==> config.mk <==
export PLATFORM = sky130hd
export DESIGN_NAME = input_request_handler
export DESIGN_NICKNAME = d
export VERILOG_FILES = /design/src/rtl/input_request_handler.sv
export SDC_FILE = /design/constraint.sdc
export NUM_CORES = 1
export LEC_CHECK = 0
export CAP_MARGIN = 10
export CORE_MARGIN = 5
export CORE_UTILIZATION = 43
export CTS_CLUSTER_SIZE = 28
export DETAILED_ROUTE_END_ITERATION = 6
export GPL_TIMING_DRIVEN = 0
export PLACE_DENSITY_LB_ADDON = 0.25
export SYNTH_ARGS = -nofsm -noshare
export SYNTH_HDL_FRONTEND = slang
export SYNTH_SLANG_ARGS = --single-unit
==> constraint.sdc <==
create_clock -name clock -period 2.5 [get_ports clock]
set_input_delay 0.5 -clock clock [delete_from_list [all_inputs] [get_ports clock]]
set_output_delay 0.5 -clock clock [all_outputs]
set_load 0.005 [all_outputs]
==> src/rtl/input_request_handler.sv <==
// Input-instruction handler: synchronizes and debounces a confirm button, captures the switches on a press.
// Optional WAIT_PRESS timeout is compiled in when INPUT_TIMEOUT_EN is defined.
module input_request_handler #(
    parameter int IO_WIDTH        = 16,
    parameter int DATA_WIDTH      = 32,
    parameter int DEBOUNCE_CYCLES = 4,
    parameter int TIMEOUT_CYCLES  = 1024
) (
    input  logic                  clock,
    input  logic                  reset,
    input  logic                  request,
    input  logic                  sign_extend,
    input  logic [IO_WIDTH-1:0]   sw,
    input  logic                  confirm_button,
    output logic [DATA_WIDTH-1:0] data,
    output logic                  data_valid,
    output logic                  stall,
    output logic                  waiting_led,
    output logic                  timed_out
);

    typedef enum logic [1:0] {IDLE, WAIT_PRESS, WAIT_RELEASE, DONE} state_t;

    localparam int DB_W = $clog2(DEBOUNCE_CYCLES + 1);

    if (DEBOUNCE_CYCLES < 1 || TIMEOUT_CYCLES < 1 || DATA_WIDTH <= IO_WIDTH) begin : g_param_check
        $error("input_request_handler: invalid parameter combination");
    end

    state_t            state;
    logic              sync1;
    logic              sync2;
    logic              btn_db;
    logic              btn_prev;
    logic [DB_W-1:0]   db_count;
    logic              btn_rise;
    logic              btn_fall;
    logic [DATA_WIDTH-1:0] captured;

    // The debounced level only flips after DEBOUNCE_CYCLES consecutive disagreeing samples.
    always_ff @(posedge clock) begin
        if (reset) begin
            sync1    <= 1'b0;
            sync2    <= 1'b0;
            btn_db   <= 1'b0;
            btn_prev <= 1'b0;
            db_count <= '0;
        end else begin
            sync1    <= confirm_button;
            sync2    <= sync1;
            btn_prev <= btn_db;
            if (sync2 != btn_db) begin
                if (db_count == DB_W'(DEBOUNCE_CYCLES - 1)) begin
                    btn_db   <= sync2;
                    db_count <= '0;
                end else begin
                    db_count <= db_count + 1'b1;
                end
            end else begin
                db_count <= '0;
            end
        end
    end

    assign btn_rise = btn_db & ~btn_prev;
    assign btn_fall = ~btn_db & btn_prev;
    assign captured = {{(DATA_WIDTH - IO_WIDTH){sign_extend & sw[IO_WIDTH-1]}}, sw};

    assign stall = request & ~reset & (state != DONE);

`ifdef INPUT_TIMEOUT_EN
    localparam int TO_W = $clog2(TIMEOUT_CYCLES + 1);
    logic [TO_W-1:0] to_count;
`else
    assign timed_out = 1'b0;
`endif

    // Abort on a dropped request takes priority over a press, which takes priority over the timeout.
    always_ff @(posedge clock) begin
        if (reset) begin
            state       <= IDLE;
            data        <= '0;
            data_valid  <= 1'b0;
            waiting_led <= 1'b0;
`ifdef INPUT_TIMEOUT_EN
            timed_out   <= 1'b0;
            to_count    <= '0;
`endif
        end else begin
            data_valid  <= 1'b0;
            waiting_led <= 1'b0;
`ifdef INPUT_TIMEOUT_EN
            to_count    <= '0;
`endif
            case (state)
                IDLE: begin
                    if (request) begin
                        state       <= WAIT_PRESS;
                        waiting_led <= 1'b1;
                    end
                end
                WAIT_PRESS: begin
                    if (!request) begin
                        state <= IDLE;
                    end else if (btn_rise) begin
                        data        <= captured;
                        state       <= WAIT_RELEASE;
                        waiting_led <= 1'b1;
`ifdef INPUT_TIMEOUT_EN
                        timed_out   <= 1'b0;
                    end else if (to_count == TO_W'(TIMEOUT_CYCLES - 1)) begin
                        data       <= '0;
                        data_valid <= 1'b1;
                        timed_out  <= 1'b1;
                        state      <= DONE;
`endif
                    end else begin
                        waiting_led <= 1'b1;
`ifdef INPUT_TIMEOUT_EN
                        to_count    <= to_count + 1'b1;
`endif
                    end
                end
                WAIT_RELEASE: begin
                    if (!request) begin
                        state <= IDLE;
                    end else if (btn_fall) begin
                        state      <= DONE;
                        data_valid <= 1'b1;
                    end else begin
                        waiting_led <= 1'b1;
                    end
                end
                DONE: begin
                    state <= IDLE;
                end
                default: begin
                    state <= IDLE;
                end
            endcase
        end
    end

endmodule

## Yosys cells after proc, flatten, opt, wreduce, memory -nomap -nowiden

Index checks and enable logic that the tools add are counted.
Widths: inputs -> output; s select.

- $add $sub $neg: 1
- Muxes and demuxes: 11
- Bitwise operators: 11
- Equal/unequal tests: 9
- Reductions and logical operators: 7

Operators by type and width:

| cell | number |
|---|---|
| $mux 2 | 5 |
| $pmux 2 s4 | 1 |
| $ne 3x3->1 const B | 2 |
| $not 1->1 | 6 |
| $reduce_and 3->1 | 2 |
| $reduce_or 3->1 | 2 |
| $and 1x1->1 | 5 |
| $eq 2x2->1 const B | 2 |
| $mux 1 | 4 |
| $ne 2x2->1 const B | 2 |
| $add 3x1->3 const B | 1 |
| $eq 3x2->1 const B | 1 |
| $eq 2x1->1 const B | 1 |
| $logic_not 2->1 | 1 |
| $pmux 1 s2 | 1 |
| $reduce_and 2->1 | 1 |
| $reduce_or 2->1 | 1 |
| $ne 1x1->1 | 1 |

- Input port bits: 21
- Logic and storage cells: 48
- Register bits: 28
- Output and inout port bits: 36

## Logic depth before layout (Yosys ltp)

Gate-level depths: netlist of run 1.

- Depth after elaboration: 5
- Depth in mapped cells: 6

## Worst setup path before layout of run 1

OpenSTA, ideal clock, no wires.

- Kind: input port to output port
- Start: input port request
- End: output port stall
- Stages on the path: 3
- Arrival time: 0.920 ns
- Slack: 1.080 ns
- Path through: buf_2 > nand2b_1 > a21oi_1

- Longest elaborated chain between the ends: 2

RTL lines:

| item | line | RTL |
|---|---|---|
| from (decl) | 11 | `input logic request,` |
| $and 1x1->1 (2 in a row) | 69 | `assign stall = request & ~reset & (state != DONE);` |
| to (decl) | 17 | `output logic stall,` |

No other way between the ends.

==> results of run 1 <==
## state kept, by name, summed over array words and instances (netlist names)
register     cells
btn_prev         1
db_count         3
data            17
state            2
btn_db           1
sync2            1
sync1            1
data_valid       1
waiting_led      1
## worst max-delay path by stage
| stage | from | endpoint | cells past startpoint |
|---|---|---|---|
| CTS | reset | stall | 4 |
| detailed placement | reset | stall | 4 |
| finish | data[16] | data[26] | 2 |
| floorplan | request | stall | 3 |
| global route | data[16] | data[26] | 2 |
| global placement | reset | stall | 4 |
## per-layer routing
metal  vias to the layer above  part of all wire  global-route usage
li1                        561                 -                   -
met1                       508              0.43               0.185
met2                        49              0.46               0.251
met3                         7             0.092              0.0568
met4                         0             0.021              0.0545
met5                         -                 0                   0
## stage by stage
step / total power, W / hold slack (ns) / worst slack (ns) / std cells
2_1_floorplan: 0.000484 / 0.399 / 1.08 / 136
3_3_place_gp: 0.000523 / 0.408 / 0.0992 / 221
3_5_place_dp: 0.000524 / 0.414 / 0.0623 / 221
4_1_cts: 0.000815 / 0.434 / 0.0599 / 225
5_1_grt: 0.000848 / 0.452 / 0.133 / 225
6_report: 0.000811 / 0.428 / 0.320 / 225
## report_power, final
group	switching [W]	internal, W	total [W]	leakage (nW)
combinational	0.0000239	0.0000386	0.0000625	0.440
clock	0.000134	0.000162	0.000296	0.0279
sequential	0.00000220	0.000450	0.000452	0.226
## synthesized netlist by cell type (3+ instances only)
| cell type | number | area [µm²] |
|---|---|---|
| nor2_1 | 5 | 18.8 |
| nor2b_1 | 3 | 18.8 |
| inv_1 | 4 | 15.0 |
| buf_2 | 3 | 15.0 |
| buf_6 | 3 | 33.8 |
| nand2b_1 | 4 | 25.0 |
| a21oi_1 | 21 | 105 |
| o21ai_0 | 16 | 80.1 |
| buf_4 | 17 | 128 |
| dfxtp_1 | 28 | 561 |
| nand3_1 | 15 | 75.1 |
## critical path: stages, from the launching register on
cell	delay [ns]
dfxtp_1	0.65
buf_4	0.19
clkdlybuf4s50_1	0.51
## timing repair
| action | in CTS | in global routing |
|---|---|---|
| resized for setup | 0 | 2 |
| setup buffers | 0 | 0 |
| endpoints found under the setup margin | 0 | 1 |
| hold buffers | 0 | 0 |
## kinds of logic (layout without fill, tap and decap cells)
| family | Yosys count | after routing | synth area share |
|---|---|---|---|
| AND/OR/NAND/NOR | 33 | 33 | 0.155 |
| buffers and inverters | 30 | 88 | 0.178 |
| AO/OA/AOI/OAI | 39 | 39 | 0.165 |
| adder cells (fa/ha/maj) | 2 | 2 | 0.0203 |
| multiplexers | 2 | 2 | 0.0163 |
| XOR/XNOR | 1 | 1 | 0.00712 |
| other | 1 | 1 | 0.00305 |
| flip-flops | 28 | 28 | 0.455 |
## area by class of cell
class,instances,share of cell area
tap,31,0.0208
sequential,28,0.300
timing repair buffer,54,0.291
multi-input combinational,78,0.243
inverter,4,0.00804
clock buffer,3,0.0121
buffer,26,0.109
clock inverter,1,0.0161
==> impl_results.md, run 1 <==
- Placed cell area: 1810 µm²
- Register area: 561 µm²
- Final Cycle Share: 0.872
- Synth warn: 0
- WL per Instance: 13.2 µm
- Initial antenna violation count: 0
- Clock-pin slew on the worst setup and hold paths: ~0.14 ns
- Area Overhead vs Synth: 51.7%
- Number of placement rows: 19
- Clock Latency Late Sink: 0.33 ns
- Mapped cell area: 1230 µm²
- Hold worst-path end: db_count[0]
- Vias in the first global route: 1083
- Crit Path Category: reg2out
- Total wire length: 2.96 mm
- Mean post-synth cell area: 9.05 µm²
- Antenna cells: 0
- ANT nets after route: 0
- Fillcell total: 238
- Most frequent cells in the layout: clkdlybuf4s50_1 (53), dfxtp_1 (28), a21oi_1 (21)
- DRC Markers: 0
- Fin util: 0.677
- Critical Path End Type: primary output
- Final Slew Violations: 0
- I/O pin total: 57
- Largest net degree at the start of global routing: 18
- Final Net Count: ~220
- Post-route cell area: 1870 µm²
- Worst r2r dst: data[10]
- Max Cap Viol: 0
- CTS tree: yes
- WP data required: 2.00 ns
- TritonCTS buffer count: 3
- Die area: about 4000 µm²
- Skew final: 0.00709 ns
- Minimum clock period: around 2.2 ns
- Multi-input combinational cell area: 454 µm²
- Synth unique cells: 25
- FF+latch count, synth: 28
- Final GP Congestion: 0.741
- Startpoint Class: register
- Post-DP HPWL: approximately 2.3 mm
- Buffers added on ports: 54
- Routed vias: 1125
- Core area: 2760 µm²
- Post-synth net total: 159
- Initial Util: 0.446
- Worst R2R Path Depth: 6
- Final setup TNS: 0 ns
- R2R setup slack: 1.22 ns
- Ys async rst share: 0
- Worst Path Max Fanout: 17
- H-Tree Depth: 1
- Vias per cell: 5.00
- VDD IR max: 0.000352 V
- Die Ht: 63.5 µm
- Final hold viol count: 0
- Layout cells sized above 1: 0.160
- PwrDens: 434 nW/µm²
- Outcome: complete, no violations
- First-pass iteration count of the detailed router: 4
- Total grt overflow: 0
- Reg2reg start: btn_db
- Worst Hold Launch: db_count[0]
- Global-route wire length before repair: slightly above 5 mm
- Die W: around 64 µm
- Max Freq: between 400 and 500 MHz
- Commonest non-fill, non-tap cell in the layout: clkdlybuf4s50_1
- Worst hold path type: reg2reg
- Setup violators final: 0
- Total Routing Usage GR: 0.154
- Ys flop type: dfxtp_1
- Worst hold path cell count: 1
- P_leak: between 0.6 and 0.7 nW
- CP arrival: 1.68 ns
- CTS root buf: clkbuf_4
- Iter 0 DRT Violations: 46
- Clock Path Buffers: 2
- Post-synth EDFFs: 0
- Sequential area share after synthesis: 0.455
- CTS Sinks: 28
- Synthesized instance count: 136
- RSZ-0062 raised after global routing: no
(Power assumes the default switching activity.)
==> run 2: changes to the inputs <==
Settings changed: CORE_UTILIZATION 43 to 36.
Clock period 2.5 ns to 1.9 ns, I/O delays scaled along.
==> run 2 against run 1 <==
Clock skew grew 0.0069 ns. Global-route usage shrank 1.7 points. Sequential cell count is the same. Clock power shrank 2%. Design area grew 0.54%. Combinational power grew 32%. Critical path type unchanged. Critical endpoint unchanged.
==> impl_results.md, run 2 (synthesis results as in run 1) <==
- Fillcell total: 320
- Hold buffers post-CTS: 0
- Initial Util: 0.369
- PwrDens: 515 nW/µm²
- Total grt overflow: 0
- Die W: 68.5 µm
- Die Ht: 68.5 µm
- Final Net Count: 218
- Register name with the most flops: data
- Number of placement rows: 21
- Post-DP HPWL: 2.34 mm
- Comb power frac: 0.085
- Largest net degree at the start of global routing: 18
- Clock Latency Late Sink: 0.33 ns
- Max Cap Viol: 0
- P_leak: 0.700 nW
- RSZ-0062 raised after global routing: no
- CTS Sinks: 28
- Max reg flops: 17
- Worst hold path type: in2reg
- Worst Path Max Fanout: 17
- I/O pin total: 57
- WP data required: 1.52 ns
- Buffers added on ports: 54
- Max Freq: 561 MHz
- Commonest non-fill, non-tap cell in the layout: clkdlybuf4s50_1
- Total wire length: ~3 mm
- H-Tree Depth: 1
- Multi-input combinational cell area: around 460 µm²
- Regs by FF count: data: 17 flops, db_count: 3 flops, state: 2 flops
- DRC Markers: 0
- Seq pwr share: 0.614
- Final hold viol count: 0
- Dpl cells: ~240
- Clock Path Buffers: 2
- Initial antenna violation count: 0
- Area Overhead vs Synth: 52.5%
- Clock-pin slew on the worst setup and hold paths: roughly 0.15 ns
- Vias in the first global route: 1073
- Register area: ~560 µm²
- Clock share of power: 0.301
- Crit Path Category: reg2out
- Final Slew Violations: 0
- Final GP Congestion: 0.737
- NetSw: 0.000209 W
- Pint: 0.000759 W
- Core area: 3340 µm²
- Final Cycle Share: 0.939
- WL per Instance: 12.5 µm
- Global-route wire length before repair: 4.85 mm
- ANT nets after route: 0
- Outcome: complete, no violations
- TritonCTS buffer count: 3
- CTS tree: yes
- Switching share of power: 0.216
- Critical Path End Type: primary output
- Most frequent cells in the layout: clkdlybuf4s50_1 (52), dfxtp_1 (27), a21oi_1 (21)
- Layout Cells excl Fill: 240
- Die area: around 4700 µm²
- Layout cells sized above 1: 0.165
- VDD IR max: 0.000350 V
- CP arrival: 1.40 ns
- Antenna cells: 0
- First-pass iteration count of the detailed router: 3
- Routed vias: 1116
- Final setup TNS: 0 ns
- Minimum clock period: 1.78 ns
- Post-CTS setup repair buffer count: 0
- Skew final: 0.0139 ns
- Total Routing Usage GR: 0.137
- Setup violators final: 0
- Startpoint Class: register
- Vias per cell: 4.65
- CTS root buf: clkbuf_4
- Iter 0 DRT Violations: 38
==> run 2: power groups by stage <==
stage	sequential (W)	clock [W]	combinational [W]
3_3_place_gp	0.000608	0	0.0000809
6_report	0.000594	0.000291	0.0000827
5_1_grt	0.000595	0.000326	0.0000902
4_1_cts	0.000594	0.000315	0.0000836
3_5_place_dp	0.000608	0	0.0000818
2_1_floorplan	0.000607	0	0.0000287
==> run 2: cell type report <==
cell class / count / area share
repair buffers: 54 / 0.288
well taps: 46 / 0.0306
plain buffers: 26 / 0.109
flip-flops and latches: 28 / 0.300
multi-input cells: 78 / 0.245
inverters: 4 / 0.00799
clock buffers: 4 / 0.0193
==> run 2: timing repair <==
action,CTS,global route
pin swaps,0,0
resized for setup,4,1
hold endpoints to repair,0,0
setup endpoints to repair,17,1
==> run 2: critical path, cell delays in order (launching register included) <==
cell	delay, ns
dfxtp_4	0.46
buf_4	0.13
clkdlybuf4s50_1	0.49
==> run 2: path summary, 6_finish.rpt <==
check / slack, ns / endpoint / depth (start not counted) / startpoint
max reg2reg: 0.62 / db_count[1] / 4 / db_count[0]
min reg2reg: 0.44 / db_count[0] / 1 / db_count[0]
max: 0.12 / data[26] / 2 / data[16]
min: 0.41 / data[0] / 3 / request
==> run 2: metal layers <==
metal  share of wire  wire length, µm  track usage
met4           0.014               42       0.0596
met1            0.43             1280        0.163
met2            0.47             1420        0.237
met3           0.087              260       0.0279
met5               0                0            0
==> run 2: per-stage QoR <==
step | power [W] | worst slack, ns | instance area [µm²] | utilization | hold WS [ns]
after floorplan | 0.000636 | 0.717 | 1230 | - | 0.399
after global placement | 0.000689 | -0.293 | 1830 | 0.548 | 0.407
after detailed placement | 0.000690 | -0.269 | 1830 | 0.548 | 0.420
after CTS | 0.000992 | 0.0228 | 1880 | 0.562 | 0.384
after global routing | 0.00101 | 0.0209 | 1880 | 0.563 | 0.398
final | 0.000968 | 0.116 | 1880 | 0.563 | 0.408
